**config.mk**
```make
export PLATFORM = sky130hd
export DESIGN_NAME = msg_frame_tx_flat
export DESIGN_NICKNAME = d
export VERILOG_FILES = /design/src/rtl/msg_frame_pkg.sv /design/src/rtl/msg_frame_tx_if.sv /design/src/rtl/msg_txn_queue.sv /design/src/rtl/msg_frame_tx.sv /design/src/flat_wrapper.sv
export SDC_FILE = /design/constraint.sdc
export NUM_CORES = 1
export LEC_CHECK = 0
export CORE_AREA = 8 8 186 188
export CTS_CLUSTER_SIZE = 30
export DETAILED_ROUTE_END_ITERATION = 12
export DIE_AREA = 0 0 194 196
export GPL_ROUTABILITY_DRIVEN = 0
export PLACE_DENSITY = 0.72
export SLEW_MARGIN = 5
export SYNTH_ARGS = -nofsm -noshare
export SYNTH_HDL_FRONTEND = slang
export SYNTH_HIERARCHICAL = 1
export SYNTH_SLANG_ARGS = --single-unit
```
**constraint.sdc**
```tcl
create_clock -name OPB_CLK -period 5.4 [get_ports OPB_CLK]
set_clock_uncertainty 0.1 [all_clocks]
set_input_delay 1.62 -clock OPB_CLK [delete_from_list [all_inputs] [get_ports OPB_CLK]]
set_output_delay 1.62 -clock OPB_CLK [all_outputs]
set_load 0.02 [all_outputs]
```
**src/rtl/msg_frame_pkg.sv**
```systemverilog
// Shared types and constants for the OPB trace-message frame writer.
// The queue entry is sized for the widest bus so one struct serves every width.
package msg_frame_pkg;

   typedef enum logic [2:0] {
      IDLE,
      HEAD,
      ADDR,
      DATA,
      CHK,
      TAIL
   } frame_state_t;

   localparam logic [7:0] DEF_HDR_WR  = 8'h5A;
   localparam logic [7:0] DEF_HDR_RD  = 8'h5B;
   localparam logic [7:0] DEF_TAIL_WR = 8'hA5;
   localparam logic [7:0] DEF_TAIL_RD = 8'hA4;

   typedef struct packed {
      logic        is_wr;
      logic [31:0] addr;
      logic [31:0] data;
   } txn_t;

endpackage

```
**src/rtl/msg_frame_tx_if.sv**
```systemverilog
// OPB capture side and UART TX FIFO side of the frame writer.
// The slave modport is the frame writer; the master modport is its environment.
interface msg_frame_tx_if #(
   parameter int ADDR_BYTES = 4,
   parameter int DATA_BYTES = 4
);
   logic [8*ADDR_BYTES-1:0] OPB_ADDR;
   logic [8*DATA_BYTES-1:0] OPB_DO;
   logic [8*DATA_BYTES-1:0] OPB_DI;
   logic                    OPB_WE;
   logic                    OPB_RE;
   logic                    TX_FIFO_WR;
   logic [7:0]              TX_FIFO_DATA;
   logic                    TX_FIFO_FULL;

   modport master (
      output OPB_ADDR, OPB_DO, OPB_DI, OPB_WE, OPB_RE, TX_FIFO_FULL,
      input  TX_FIFO_WR, TX_FIFO_DATA
   );

   modport slave (
      input  OPB_ADDR, OPB_DO, OPB_DI, OPB_WE, OPB_RE, TX_FIFO_FULL,
      output TX_FIFO_WR, TX_FIFO_DATA
   );
endinterface

```
**src/rtl/msg_txn_queue.sv**
```systemverilog
// Synchronous transaction FIFO. A push on a full queue is still accepted when
// a pop happens in the same cycle, so the slot being freed is reused at once.
module msg_txn_queue
   import msg_frame_pkg::*;
#(
   parameter int DEPTH = 4
) (
   input  logic                   clk,
   input  logic                   rst,
   input  logic                   push,
   input  logic                   pop,
   input  txn_t                   din,
   output txn_t                   dout,
   output logic                   full,
   output logic                   empty,
   output logic [$clog2(DEPTH):0] level
);
   localparam int AW = $clog2(DEPTH);
   localparam logic [AW:0] FULL_LVL = (AW+1)'(DEPTH);

   txn_t          mem [DEPTH];
   logic [AW-1:0] wr_ptr;
   logic [AW-1:0] rd_ptr;
   logic          do_push;
   logic          do_pop;

   assign empty   = (level == '0);
   assign full    = (level == FULL_LVL);
   assign do_pop  = pop && !empty;
   assign do_push = push && (!full || do_pop);
   assign dout    = mem[rd_ptr];

   always_ff @(posedge clk or posedge rst) begin
      if (rst) begin
         wr_ptr <= '0;
         rd_ptr <= '0;
         level  <= '0;
      end else begin
         if (do_push) wr_ptr <= wr_ptr + 1'b1;
         if (do_pop)  rd_ptr <= rd_ptr + 1'b1;
         case ({do_push, do_pop})
            2'b10:   level <= level + 1'b1;
            2'b01:   level <= level - 1'b1;
            default: ;
         endcase
      end
   end

   always_ff @(posedge clk) begin
      if (do_push) mem[wr_ptr] <= din;
   end
endmodule

```
**src/rtl/msg_frame_tx.sv**
```systemverilog
// Captures OPB accesses into a queue and serialises each one into a byte frame
// (header, address, data, optional XOR checksum, tail) for the UART TX FIFO.
//
// state | meaning
// IDLE  | waiting for a queued transaction; pops it and loads the shifters
// HEAD  | issue header byte (write or read flavour)
// ADDR  | issue address bytes, MSB first
// DATA  | issue data bytes, MSB first
// CHK   | issue XOR of header, address and data bytes
// TAIL  | issue tail byte, then back to IDLE
module msg_frame_tx
   import msg_frame_pkg::*;
#(
   parameter int         ADDR_BYTES    = 4,
   parameter int         DATA_BYTES    = 4,
   parameter int         QDEPTH        = 4,
   parameter bit         CHKSUM_EN     = 1'b1,
   parameter int         TIMEOUT_LIMIT = 200,
   parameter logic [7:0] HDR_WR        = DEF_HDR_WR,
   parameter logic [7:0] HDR_RD        = DEF_HDR_RD,
   parameter logic [7:0] TAIL_WR       = DEF_TAIL_WR,
   parameter logic [7:0] TAIL_RD       = DEF_TAIL_RD
) (
   input  logic                    OPB_CLK,
   input  logic                    OPB_RST,
   input  logic                    PULSE_2KHZ,
   msg_frame_tx_if.slave           bus,
   output logic                    FRAME_DONE,
   output logic                    ERROR_FLAG,
   output logic [15:0]             DROP_CNT,
   output logic [$clog2(QDEPTH):0] Q_LEVEL
);
   localparam int TO_W = $clog2(TIMEOUT_LIMIT + 1);
   localparam logic [TO_W-1:0] TO_LAST = TO_W'(TIMEOUT_LIMIT - 1);

   frame_state_t    state, state_d;
   logic [31:0]     sh_addr, sh_addr_d;
   logic [31:0]     sh_data, sh_data_d;
   logic [1:0]      byte_cnt, byte_cnt_d;
   logic [7:0]      chk, chk_d;
   logic            is_wr, is_wr_d;
   logic [TO_W-1:0] to_cnt, to_cnt_d;
   logic [7:0]      cur_byte;
   logic            tx_wr, tx_wr_d;
   logic [7:0]      tx_data, tx_data_d;
   logic            done_d, err_d;

   logic strobe, pop, q_full, q_empty, drop;
   txn_t q_din, q_dout;

   assign strobe = bus.OPB_WE || bus.OPB_RE;
   assign drop   = strobe && q_full && !pop;

   // A simultaneous WE/RE is a write, so WE alone selects the data source.
   always_comb begin
      q_din = '0;
      q_din.is_wr = bus.OPB_WE;
      q_din.addr[8*ADDR_BYTES-1:0] = bus.OPB_ADDR;
      q_din.data[8*DATA_BYTES-1:0] = bus.OPB_WE ? bus.OPB_DO : bus.OPB_DI;
   end

   msg_txn_queue #(.DEPTH(QDEPTH)) u_queue (
      .clk   (OPB_CLK),
      .rst   (OPB_RST),
      .push  (strobe),
      .pop   (pop),
      .din   (q_din),
      .dout  (q_dout),
      .full  (q_full),
      .empty (q_empty),
      .level (Q_LEVEL)
   );

   always_comb begin
      state_d    = state;
      sh_addr_d  = sh_addr;
      sh_data_d  = sh_data;
      byte_cnt_d = byte_cnt;
      chk_d      = chk;
      is_wr_d    = is_wr;
      to_cnt_d   = to_cnt;
      pop        = 1'b0;
      tx_wr_d    = 1'b0;
      done_d     = 1'b0;
      err_d      = 1'b0;
      cur_byte   = 8'h00;

      case (state)
         HEAD:    cur_byte = is_wr ? HDR_WR : HDR_RD;
         ADDR:    cur_byte = sh_addr[31:24];
         DATA:    cur_byte = sh_data[31:24];
         CHK:     cur_byte = chk;
         TAIL:    cur_byte = is_wr ? TAIL_WR : TAIL_RD;
         default: ;
      endcase

      if (state == IDLE) begin
         to_cnt_d = '0;
         if (!q_empty) begin
            pop       = 1'b1;
            // Left-align the fields so every byte leaves from bits [31:24].
            sh_addr_d = q_dout.addr << (8 * (4 - ADDR_BYTES));
            sh_data_d = q_dout.data << (8 * (4 - DATA_BYTES));
            is_wr_d   = q_dout.is_wr;
            chk_d     = 8'h00;
            state_d   = HEAD;
         end
      end else if (!bus.TX_FIFO_FULL) begin
         tx_wr_d  = 1'b1;
         to_cnt_d = '0;
         chk_d    = chk ^ cur_byte;
         case (state)
            HEAD: begin
               state_d    = ADDR;
               byte_cnt_d = 2'(ADDR_BYTES - 1);
            end
            ADDR: begin
               sh_addr_d = sh_addr << 8;
               if (byte_cnt == 2'd0) begin
                  state_d    = DATA;
                  byte_cnt_d = 2'(DATA_BYTES - 1);
               end else begin
                  byte_cnt_d = byte_cnt - 1'b1;
               end
            end
            DATA: begin
               sh_data_d = sh_data << 8;
               if (byte_cnt == 2'd0) state_d = CHKSUM_EN ? CHK : TAIL;
               else                  byte_cnt_d = byte_cnt - 1'b1;
            end
            CHK:  state_d = TAIL;
            TAIL: begin
               state_d = IDLE;
               done_d  = 1'b1;
            end
            default: ;
         endcase
      end else if (PULSE_2KHZ) begin
         if (to_cnt == TO_LAST) begin
            state_d  = IDLE;
            err_d    = 1'b1;
            to_cnt_d = '0;
         end else begin
            to_cnt_d = to_cnt + 1'b1;
         end
      end

      tx_data_d = tx_wr_d ? cur_byte : 8'h00;
   end

   always_ff @(posedge OPB_CLK or posedge OPB_RST) begin
      if (OPB_RST) begin
         state      <= IDLE;
         sh_addr    <= '0;
         sh_data    <= '0;
         byte_cnt   <= '0;
         chk        <= '0;
         is_wr      <= 1'b0;
         to_cnt     <= '0;
         tx_wr      <= 1'b0;
         tx_data    <= 8'h00;
         FRAME_DONE <= 1'b0;
         ERROR_FLAG <= 1'b0;
         DROP_CNT   <= 16'h0000;
      end else begin
         state      <= state_d;
         sh_addr    <= sh_addr_d;
         sh_data    <= sh_data_d;
         byte_cnt   <= byte_cnt_d;
         chk        <= chk_d;
         is_wr      <= is_wr_d;
         to_cnt     <= to_cnt_d;
         tx_wr      <= tx_wr_d;
         tx_data    <= tx_data_d;
         FRAME_DONE <= done_d;
         ERROR_FLAG <= err_d;
         if (drop && DROP_CNT != 16'hFFFF) DROP_CNT <= DROP_CNT + 16'd1;
      end
   end

   assign bus.TX_FIFO_WR   = tx_wr;
   assign bus.TX_FIFO_DATA = tx_data;
endmodule

```
**src/flat_wrapper.sv**
```systemverilog
// flat-port wrapper written by rule: the top's interface ports become plain ports
module msg_frame_tx_flat import msg_frame_pkg::*;
#(
   parameter int         ADDR_BYTES    = 4,
   parameter int         DATA_BYTES    = 4,
   parameter int         QDEPTH        = 4,
   parameter bit         CHKSUM_EN     = 1'b1,
   parameter int         TIMEOUT_LIMIT = 200,
   parameter logic [7:0] HDR_WR        = DEF_HDR_WR,
   parameter logic [7:0] HDR_RD        = DEF_HDR_RD,
   parameter logic [7:0] TAIL_WR       = DEF_TAIL_WR,
   parameter logic [7:0] TAIL_RD       = DEF_TAIL_RD
)
  (OPB_CLK, OPB_RST, PULSE_2KHZ, FRAME_DONE, ERROR_FLAG, DROP_CNT, Q_LEVEL, bus_OPB_ADDR, bus_OPB_DO, bus_OPB_DI, bus_OPB_WE, bus_OPB_RE, bus_TX_FIFO_FULL, bus_TX_FIFO_WR, bus_TX_FIFO_DATA);
  msg_frame_tx_if #(.ADDR_BYTES(ADDR_BYTES), .DATA_BYTES(DATA_BYTES)) bus_i ();
  input  logic OPB_CLK;
  input  logic OPB_RST;
  input  logic PULSE_2KHZ;
  output logic FRAME_DONE;
  output logic ERROR_FLAG;
  output logic [15:0] DROP_CNT;
  output logic [$clog2(QDEPTH):0] Q_LEVEL;
  input wire logic [$bits(bus_i.OPB_ADDR)-1:0] bus_OPB_ADDR;
  input wire logic [$bits(bus_i.OPB_DO)-1:0] bus_OPB_DO;
  input wire logic [$bits(bus_i.OPB_DI)-1:0] bus_OPB_DI;
  input wire logic [$bits(bus_i.OPB_WE)-1:0] bus_OPB_WE;
  input wire logic [$bits(bus_i.OPB_RE)-1:0] bus_OPB_RE;
  input wire logic [$bits(bus_i.TX_FIFO_FULL)-1:0] bus_TX_FIFO_FULL;
  output wire logic [$bits(bus_i.TX_FIFO_WR)-1:0] bus_TX_FIFO_WR;
  output wire logic [$bits(bus_i.TX_FIFO_DATA)-1:0] bus_TX_FIFO_DATA;
  assign bus_i.OPB_ADDR = bus_OPB_ADDR;
  assign bus_i.OPB_DO = bus_OPB_DO;
  assign bus_i.OPB_DI = bus_OPB_DI;
  assign bus_i.OPB_WE = bus_OPB_WE;
  assign bus_i.OPB_RE = bus_OPB_RE;
  assign bus_i.TX_FIFO_FULL = bus_TX_FIFO_FULL;
  assign bus_TX_FIFO_WR = bus_i.TX_FIFO_WR;
  assign bus_TX_FIFO_DATA = bus_i.TX_FIFO_DATA;
  msg_frame_tx #(.ADDR_BYTES(ADDR_BYTES), .DATA_BYTES(DATA_BYTES), .QDEPTH(QDEPTH), .CHKSUM_EN(CHKSUM_EN), .TIMEOUT_LIMIT(TIMEOUT_LIMIT), .HDR_WR(HDR_WR), .HDR_RD(HDR_RD), .TAIL_WR(TAIL_WR), .TAIL_RD(TAIL_RD)) u_core (.OPB_CLK(OPB_CLK), .OPB_RST(OPB_RST), .PULSE_2KHZ(PULSE_2KHZ), .bus(bus_i), .FRAME_DONE(FRAME_DONE), .ERROR_FLAG(ERROR_FLAG), .DROP_CNT(DROP_CNT), .Q_LEVEL(Q_LEVEL));
endmodule
```
==> results by stage <==
Synth:
- The count of synthesis-stage warnings from yosys is 6.
- The average cell area after synthesis is 16.33 um^2.
- Yosys attributes the largest share of cell area to edfxtp_1 (50%), dfrtp_1 (19%), mux4_2 (9.4%).
- The synthesized-area fraction occupied by ao, oa, aoi and oai cells is 0.04697.
- The post-synthesis sequential area ratio is 0.6962.
- The portion of synthesized area spent on multiplexers is 0.1553.
- The leading area contributor after synthesis is edfxtp_1.
- The post-synthesis share of cell area spent on xor and xnor gates is 0.01579.
- The arithmetic-cell share of the synthesized area counting full adders, half adders and majority gates is 0.008380.
- The fraction of post-synthesis cell area in the top cell type by area is 0.5028.
- The largest family of logic cells by synthesized area is multiplexers.
- Summing every instance area after synthesis gives 0.01553 mm^2.
- The simple-gate share of the synthesized area is 0.05640.
- The number of nets handed over by synthesis was 1062.
- Among all flip-flop cells after synthesis, the most frequent one is edfxtp_1.
- After synthesis the netlist holds a flip-flop and latch count of 380.
- The async set-reset flop share out of synthesis is 0.3158.
- The synthesized instance count is 951.
- The post-synthesis cell type count is 60.
- The number of flops mapped to enable cells by yosys is 260.

Drt:
- The first TritonRoute pass finished after 5 iterations.
- In this run the remaining antenna-violating nets after routing total 0.
- The per-cell routed wire length is 20.58 um.
- The starting DRC count in detailed routing is 630.
- The detailed-route DRC error count is 0.
- The sum of routed wire length over all layers is 31.44 mm.
- The number of vias in the routed layout is 8492.
- The number of vias per cell after detailed routing is 5.558.

Global route:
- The via count of the first global-routing pass came to 8991.
- The final global-route overflow total is 0.
- The initial antenna violation count is 0.
- In the global route stage, overall resource usage came out at 0.1661.
- Entering global routing, the biggest net connects 65 pins.
- The first global-routing pass estimated 50.22 mm of wire.

Floorplan:
- The initial standard-cell utilization of the core is 0.4872.
- 132 I/O pins were placed.
- The core footprint is 0.03188 mm^2.
- Row generation in the floorplan step produced 66 rows.
- The die extent in y is 196 um.
- The die outline width is 194 um.
- The die covers 0.03802 mm^2.

Power and ir drop:
- For this design the total switching power over the nets is 3.338 mW.
- The peak ir drop on the vdd network is 0.0002895 V.
- Of the total power, combinational logic draws 0.298.
- The sequential fraction of design power is 0.437.
- Power spread over the standard cell area amounts to 566.6 mW/mm^2.
- In this run the static leakage power is 6.873 nW.
- Power comes to 10.54 mW.
- Of the total power, the share spent switching nets is 0.3166.
- Of the total power, the clock network draws 0.265.
- Cell internal power was estimated by the tool at 7.203 mW.

Critical path:
- The slowest stage of the critical path is the and2_2 cell.
- The path type of the worst setup path is in -> reg.
- Traced cell by cell, the critical path runs through clkdlybuf4s50_1 > or2_2 > o21a_4 > and2_2 > buf_4.
- The delay contributed by the slowest stage of the critical path is 0.55 ns.
- The endpoint type of the worst setup path is a register.
- At the worst endpoint, the arrival time is 3.57 ns.
- The maximum fanout encountered on the critical timing path is 28.
- The nature of the critical path startpoint is an input port.
- STA puts the critical path data required time at 5.48 ns.

STA:
- The period utilization is 0.6473.
- The total count of hold-check failures in the final report is 0.
- The number of max-slew violations in the final report is 0.
- Setup violations remaining at the end of the flow were counted as 0.
- After layout, the minimum clock period comes to 3.496 ns.
- The worst pin sits at a relative slew slack of 0.2509.
- Timing would allow up to 0.2861 GHz.
- At the pin with the least slew margin, the transition time is 1.121 ns.
- Setup repair after global routing left no endpoint under its margin.
- For the final routed database, the setup TNS stands at 0 ns.

Clock network:
- The hold-fix buffer count after cts is 0.
- The H-tree was split into 2 levels.
- In this run the deepest clock path goes through 3 buffers.
- The clock insertion delay at the later pin of the skew report is 0.53 ns.
- The number of gates resized after CTS was 0.
- In this run, CTS created clock tree buffers numbering 39.
- The cell sitting at the root of the clock tree is a clkbuf_16.
- The clock-pin slew on the worst setup and hold paths is 0.06 ns.
- The CTS sink count is 380.
- After clock tree synthesis, the setup repair step added 0 buffers.
- TritonCTS built the clock tree.

Cells and area:
- The number of filler cells placed in the layout is 2398.
- For this run, the post-layout net count is 1201.
- The number of antenna diodes in the final layout is 0.
- The ratio of cells with drive above 1 in the final layout is 0.1750.
- The sequential cell area is 0.01082 mm^2.
- From synthesis to final layout, the design area changed by 19.81%.
- The combined area of the multi-input logic cells is 0.004417 mm^2.

Placement:
- During placement, the flow inserted port buffers numbering 131.
- The sum of net half-perimeters after detailed placement is 19.52 mm.

Worst hold path:
- In this run the worst hold path is classified as reg -> reg.

Run:
- The count of max-cap constraint violations is 0.

Outcome:
- The flow ran to the end, and the final reports show no timing, DRC or antenna violations.
## path summary, 6_finish.rpt
kind	startpoint	end	slack, ns	cells after the start
max	bus_OPB_RE	u_core/u_queue/mem[1][1]	1.90	5
min	u_core/chk[4]	u_core/chk[4]	0.38	1
max reg2reg	u_core/state[0]	u_core/u_queue/mem[1][1]	2.24	6
min reg2reg	u_core/chk[4]	u_core/chk[4]	0.38	1
max in group asynchronous	OPB_RST	u_core/sh_data[6]	2.73	3
min in group asynchronous	OPB_RST	u_core/u_queue/level[0]	1.35	2
## cell usage in the layout (no fill, tap or decap), types with 3 or more instances in the layout
cell               n
edfxtp_1         260
clkdlybuf4s50_1  130
dfrtp_1          118
nand2_1           94
o21ai_0           68
mux4_2            65
mux2i_1           56
clkbuf_16         39
mux2_2            33
nor2_1            27
inv_1             20
a21oi_1           18
xnor2_1           17
buf_4             14
and3_1            13
nand3_1           13
xor2_1            11
a22o_1            10
clkinv_2           9
nand4_1            8
ha_1               8
clkinv_1           7
bufinv_16          7
nand2b_1           5
nor2b_1            4
and2_2             4
clkbuf_1           3
nor3_1             3
a211oi_1           3
## routing by layer
layer / part of all wire / vias to the layer above / track usage / wire length (um)
met3: 0.044 / 45 / 0.02690 / 1393
met1: 0.43 / 4318 / 0.2209 / 13630
met2: 0.50 / 229 / 0.2804 / 15730
li1: - / 3900 / - / -
met5: 0 / - / 0 / 0
met4: 0.022 / 0 / 0.04837 / 687
## worst max-delay path, delay by kind of cell
family                 cells  cell delay [ns]
AOI/OAI and AO/OA          1             0.18
and+or+nand+nor            2             0.76
buffers and inverters      2             0.98
## layout make-up
class                   count  share of cell area
repair buffers            146             0.07693
flip-flops and latches    380              0.5813
clock buffers              43             0.05380
inverters                  23            0.004909
well taps                 408             0.02744
multi-input cells         500              0.2374
clock inverters            28             0.01822
## kinds of logic after synthesis
family | Yosys count
fa+ha+maj | 10
mux | 155
compound gates | 120
buf+inv | 71
xor+xnor | 28
flops | 380
simple gates | 187
## cell usage after synthesis, types with 4 or more instances
cell and n:
a21oi_1 19, xnor2_1 17, mux2_2 33, edfxtp_1 260, clkbuf_1 27, and2_2 4
and3_1 13, dfrtp_1 120, mux2i_1 56, buf_4 9, a22o_1 10, nand3_1 13
inv_1 21, nand2b_1 5, nor2b_1 4, mux4_2 65, ha_1 8, xor2_1 11
nand4_1 8, buf_2 7, o21ai_0 68, nor2_1 28, nand2_1 94
## flip-flops by register name, summed over array words and instances, names as in the netlist
register                 count
u_core/DROP_CNT             16
u_core/state                 3
u_core/u_queue/rd_ptr        2
u_core/byte_cnt              2
u_core/u_queue/mem         260
u_core/sh_addr              32
u_core/ERROR_FLAG            1
u_core/bus.TX_FIFO_WR        1
u_core/FRAME_DONE            1
u_core/to_cnt                8
u_core/is_wr                 1
u_core/bus.TX_FIFO_DATA      8
u_core/chk                   8
u_core/u_queue/wr_ptr        2
u_core/sh_data              32
u_core/u_queue/level         3
## power groups by stage
stage,Combinational [mW],Clock [mW],Sequential (mW)
floorplan,2.39,0,4.46
detailed placement,3.16,0,4.66
finish,3.14,2.79,4.61
global placement,3.08,0,4.63
global route,3.44,2.96,4.70
CTS,3.20,2.84,4.62
## through the flow
stage               hold slack (ns)  setup slack, ns    util  instances  area [um^2]
finish                       0.3770            1.904  0.5837       1528        18610
global route                 0.3904            1.760  0.5837       1528        18610
CTS                          0.3782            1.870  0.5837       1528        18610
detailed placement           0.3674            1.318  0.5416       1457        17270
global placement             0.3545            1.367  0.5416       1457        17270
floorplan                    0.3399           0.6926       -        951        15530
(Power assumes the default switching activity.)
